$ cat src/rtl/fetch_unit.sv
// fetch_unit: instruction fetch stage.
// Owns the fetch PC, issues word requests to instruction memory over a
// ready/valid handshake with variable, in-order response latency, and buffers
// returned words in a small in-order prefetch queue. A redirect (PCSrc) moves
// the fetch PC, empties the queue and discards every response still in flight.
//
// Ports:
//   clk, reset          rising-edge clock, asynchronous active-high reset
//   imem_req/imem_addr  request valid and word-aligned fetch address
//   imem_ready          memory accepts the request this cycle
//   imem_rvalid/rdata   in-order response strobe and instruction word
//   PCSrc/pc_target     redirect strobe and target address
//   stall               downstream cannot consume this cycle
//   Instr/instr_pc      head-of-queue instruction and its PC
//   instr_valid         Instr/instr_pc are valid
module fetch_unit #(
    parameter int unsigned       ADDR_W   = 32,
    parameter int unsigned       INSTR_W  = 26,
    parameter int unsigned       DEPTH    = 2,
    parameter logic [ADDR_W-1:0] RESET_PC = '0
) (
    input  logic               clk,
    input  logic               reset,
    output logic               imem_req,
    output logic [ADDR_W-1:0]  imem_addr,
    input  logic               imem_ready,
    input  logic               imem_rvalid,
    input  logic [INSTR_W-1:0] imem_rdata,
    input  logic               PCSrc,
    input  logic [ADDR_W-1:0]  pc_target,
    input  logic               stall,
    output logic [INSTR_W-1:0] Instr,
    output logic [ADDR_W-1:0]  instr_pc,
    output logic               instr_valid
);

    localparam int unsigned PW  = $clog2(DEPTH);
    localparam int unsigned CW  = PW + 1;
    localparam int unsigned CSW = CW + 1;

    logic [ADDR_W-1:0]  fetch_pc;

    // prefetch queue of returned instructions
    logic [INSTR_W-1:0] q_data [DEPTH];
    logic [ADDR_W-1:0]  q_pc   [DEPTH];
    logic [PW-1:0]      q_head, q_tail;
    logic [CW-1:0]      q_cnt;

    // addresses of every request in flight, oldest at r_head
    logic [ADDR_W-1:0]  r_pc [DEPTH];
    logic [PW-1:0]      r_head, r_tail;
    logic [CW-1:0]      inflight;
    logic [CW-1:0]      drop_cnt;

    logic               fire, resp, push, pop;
    logic [CSW-1:0]     credit_used;

    // request issue, response acceptance and pop decisions
    always_comb begin
        credit_used = CSW'(q_cnt) + CSW'(inflight);
        imem_req    = !reset && !PCSrc && (credit_used < CSW'(DEPTH));
        fire        = imem_req && imem_ready;
        // a response with nothing in flight is a protocol error and is ignored
        resp        = imem_rvalid && (inflight != '0);
        push        = resp && (drop_cnt == '0) && !PCSrc;
        pop         = (q_cnt != '0) && !stall && !PCSrc;
    end

    assign imem_addr   = fetch_pc;
    assign instr_valid = (q_cnt != '0);
    assign Instr       = instr_valid ? q_data[q_head] : '0;
    assign instr_pc    = instr_valid ? q_pc[q_head]   : '0;

    // control state: fetch PC, pointers and counters
    always_ff @(posedge clk or posedge reset) begin
        if (reset) begin
            fetch_pc <= RESET_PC;
            q_head   <= '0;
            q_tail   <= '0;
            q_cnt    <= '0;
            r_head   <= '0;
            r_tail   <= '0;
            inflight <= '0;
            drop_cnt <= '0;
        end else begin
            if (fire) r_tail <= r_tail + PW'(1);
            if (resp) r_head <= r_head + PW'(1);
            inflight <= inflight + CW'(fire) - CW'(resp);

            if (PCSrc) begin
                // everything still in flight after this cycle belongs to the old path
                fetch_pc <= pc_target & ~ADDR_W'(3);
                drop_cnt <= inflight - CW'(resp);
                q_head   <= '0;
                q_tail   <= '0;
                q_cnt    <= '0;
            end else begin
                if (fire) fetch_pc <= fetch_pc + ADDR_W'(4);
                if (resp && (drop_cnt != '0)) drop_cnt <= drop_cnt - CW'(1);
                if (push) q_tail <= q_tail + PW'(1);
                if (pop)  q_head <= q_head + PW'(1);
                q_cnt <= q_cnt + CW'(push) - CW'(pop);
            end
        end
    end

    // storage arrays; writes are gated by fire/push, which are low in reset
    always_ff @(posedge clk) begin
        if (fire) r_pc[r_tail] <= fetch_pc;
        if (push) begin
            q_data[q_tail] <= imem_rdata;
            q_pc[q_tail]   <= r_pc[r_head];
        end
    end

endmodule

$ cat config.mk
export PLATFORM = sky130hd
export DESIGN_NAME = fetch_unit
export DESIGN_NICKNAME = d
export VERILOG_FILES = /design/src/rtl/fetch_unit.sv
export SDC_FILE = /design/constraint.sdc
export NUM_CORES = 1
export LEC_CHECK = 0
export CAP_MARGIN = 20
export CORE_MARGIN = 1.5
export CORE_UTILIZATION = 48
export DETAILED_ROUTE_END_ITERATION = 8
export GPL_TIMING_DRIVEN = 1
export PLACE_DENSITY = 0.8
export REMOVE_ABC_BUFFERS = 1
export SLEW_MARGIN = 10
export SYNTH_ARGS = -nofsm -noshare
export SYNTH_HDL_FRONTEND = slang
export SYNTH_SLANG_ARGS = --single-unit
$ cat constraint.sdc
create_clock -name clk -period 3.7 [get_ports clk]
set_input_delay 0.555 -clock clk [delete_from_list [all_inputs] [get_ports clk]]
set_output_delay 0.555 -clock clk [all_outputs]
set_load 0.02 [all_outputs]
==> impl_metrics.tcl, run 1 <==
set metrics [dict create \
    outcome "finished, final reports clean" \
    cts_resized 0 \
    grt_util_met3_pct 3.845 \
    wl_per_cell_um 18.50 \
    final_cell_mix "edfxtp_1, clkdlybuf4s50_1, nor2_1" \
    yosys_warnings 0 \
    detail-route-antenna-nets 0 \
    layout_commonest_cell "edfxtp_1" \
    ff2ff_setup_slack_ns 0.77 \
    cts_max_level 1 \
    die_h_um 138.4 \
    tightest_slew_ns 1.014 \
    diodes 0 \
    finalMaxSlewViolations 0 \
    finalInstanceArea_um2 11310 \
    dp_hpwl_um 12650 \
    crit_path_top_delay_cell "dfrtp_4" \
    slew_headroom_pct 32.42 \
    endpoint_kind "output pin" \
    critical_path_class "reg -> out" \
    gp_congestion 0.8109 \
    p_sw_w 0.001750 \
    clkLatencyLatePin_ns 0.49 \
    min_path_type "in -> async" \
    r2r_end "inflight[1]" \
    postRouteWirelength_um 18850 \
    synthArstFlopShare_pct 18.87 \
    drc 0 \
    grt_pass1_wl_um 29810 \
    p_seq_share_pct 47.5 \
    overflow 0 \
    grt_util_all_layers_pct 19.51 \
    path_max_fanout 58 \
    hold_buffers 0 \
    cts.path.max_buffers 3 \
    synth_area_um2 8798 \
    max_stage_delay_ns 1.09 \
    worstPathArrival_ns 2.60 \
    hold_slack_ns 0.4096 \
    drtIter0Drc 468 \
    dr_total_vias 5592 \
    cts_tree "done" \
    met2_usage_pct 34.69 \
    busiest_layer "met2" \
    fin_skew_ns 0.01671 \
    tns_ns 0 \
    cp_top_family "flip-flops" \
    cts_root_buf "clkbuf_16" \
    fillers 1292 \
    dpl-instance-area_um2 10610 \
    synth_cells 614 \
    grt_pass1_vias 5619 \
    p_sw_share_pct 27.06 \
    numCtsBuffers 21 \
    combPwrFrac_pct 20.5 \
    syn_to_final_growth_pct 28.55 \
    grtUsageMet1_pct 24.42 \
    total_power_w 0.006467 \
    peakVddDrop_v 0.0003753 \
    grt_max_degree 59 \
    start_util_pct 48.98 \
    power.internal_w 0.004717 \
    core_um2 17960 \
    antenna_found_initial 0 \
    utilization_pct 62.97 \
    fin_crit_ns 3.154 \
    ys_ff_latch 212 \
    yosysSeqAreaShare_pct 70.08 \
    drt_pre_antenna_iters 5 \
    rows 49 \
    synthFlopType "edfxtp_1" \
    synth-edff-count 172 \
    die-area_um2 19150 \
    syn_avg_cell_area_um2 14.33 \
    drive_gt1_share_pct 12.03 \
    post-route-period-util_pct 85.25 \
    clk_pin_slew_worst_paths_ns 0.06 \
    leakagePower_nw 3.867 \
    clkPwrFrac_pct 31.9 \
    cts_setup_buffers 0 \
    worstPathRequired_ns 3.14 \
    start_kind "flip-flop" \
    die_width_um 138.4 \
    crit_cells 3 \
    rsz0062_at_grt "false" \
    r2r_start "q_cnt[0]" \
    final_hold_viol_count 0 \
    fmax_mhz 317.1 \
    synth_cell_type_count 47 \
    power-per-cell-area_nw_per_um2 571.8 \
    nets 847 \
    finalSetupViolCount 0 \
    crit_chain "mux2i_1 > nor2_1 > clkdlybuf4s50_1" \
    critPathBufInv 1 \
    r2r_cells 12 \
    vias_per_cell 5.488 \
    max_cap_violations 0 \
    clock_sinks 212 \
    port-buffer-count 149 \
    io-pin-count 156 \
]
-- power groups by stage --
stage | Sequential, W | Combinational, W | Clock [W]
after floorplan | 0.00313 | 0.000720 | 0
after CTS | 0.00307 | 0.00134 | 0.00210
after detailed placement | 0.00312 | 0.00133 | 0
after global placement | 0.00311 | 0.00129 | 0
after global routing | 0.00310 | 0.00144 | 0.00220
final | 0.00307 | 0.00133 | 0.00206
-- through the flow --
| step | setup slack, ns | std cells |
|---|---|---|
| after detailed placement | 0.7655 | 980 |
| after CTS | 0.5391 | 1018 |
| after global routing | 0.3863 | 1019 |
| final | 0.5459 | 1019 |
| after floorplan | -0.2946 | 584 |
| after global placement | 0.8200 | 980 |
-- kinds of logic after synthesis --
| group | after synthesis | synth area share [%] |
|---|---|---|
| AND/OR/NAND/NOR | 173 | 9.258 |
| adder cells (fa/ha/maj) | 8 | 1.223 |
| AO/OA/AOI/OAI | 69 | 5.361 |
| multiplexers | 90 | 10.67 |
| buffers and inverters | 51 | 2.375 |
| other | 1 | 0.04262 |
| XOR/XNOR | 10 | 0.9955 |
| flip-flops | 212 | 70.08 |
-- layout make-up --
type                    instances  area, um^2  share of cell area [%]
clock buffers                  31       613.1                   5.420
flip-flops and latches        212        6170                   54.55
clock inverters                 7       65.06                  0.5752
repair buffers                168        1649                   14.58
inverters                      18       67.56                  0.5973
well taps                     229       286.5                   2.533
multi-input cells             354        2460                   21.75
-- routing by layer --
layer  vias up  part of all wire [%]
li1       2612                     -
met4         0                   2.0
met5         -                     0
met2       246                    51
met1      2693                    40
met3        41                   7.0
-- state kept, by name, indices dropped and copies added (netlist names) --
signal and flops:
q_pc 60, r_pc 60, q_data 52, imem_addr 30
drop_cnt 2, inflight 2, q_cnt 2, q_head 1
q_tail 1, r_head 1, r_tail 1
-- how the worst max path moves through the flow --
stage                start       endpoint  slack [ns]
3_5_place_dp         reset  imem_addr[22]        0.77
2_1_floorplan  imem_rvalid   q_data[0][0]       -0.29
4_1_cts             q_head   instr_pc[25]        0.54
3_3_place_gp         reset  imem_addr[22]        0.82
5_1_grt             q_head   instr_pc[25]        0.39
6_report            q_head   instr_pc[25]        0.55
-- Yosys cell counts (4+ instances only) --
library cell / instances / area [um^2]
edfxtp_1: 172 / 5165
nor2_1: 77 / 289.0
mux2i_1: 60 / 600.6
dfrtp_1: 40 / 1001
nand2_1: 36 / 135.1
mux2_2: 30 / 337.8
o21ai_0: 22 / 110.1
clkbuf_1: 19 / 71.32
inv_1: 17 / 63.81
nand3_1: 14 / 70.07
o311ai_0: 14 / 122.6
xnor2_1: 9 / 78.83
buf_1: 8 / 30.03
a21oi_1: 7 / 35.03
ha_1: 7 / 87.58
nor2b_1: 7 / 43.79
nor4_1: 7 / 43.79
a22oi_1: 5 / 37.54
a31oi_1: 4 / 25.02
and3_1: 4 / 25.02
buf_4: 4 / 30.03
nand4_1: 4 / 25.02
nor3_1: 4 / 20.02
o211ai_1: 4 / 30.03
or3_1: 4 / 25.02
Power figures use the tool's default switching activity.
==> run 2: changes to the inputs <==
--- a/config.mk
+++ b/config.mk
@@ -16,3 +16,4 @@
 export SYNTH_ARGS = -nofsm -noshare
 export SYNTH_HDL_FRONTEND = slang
 export SYNTH_SLANG_ARGS = --single-unit
+export TNS_END_PERCENT = 10
==> results of run 2 <==
Final layout, timing and power as in run 1 (identical DEF).
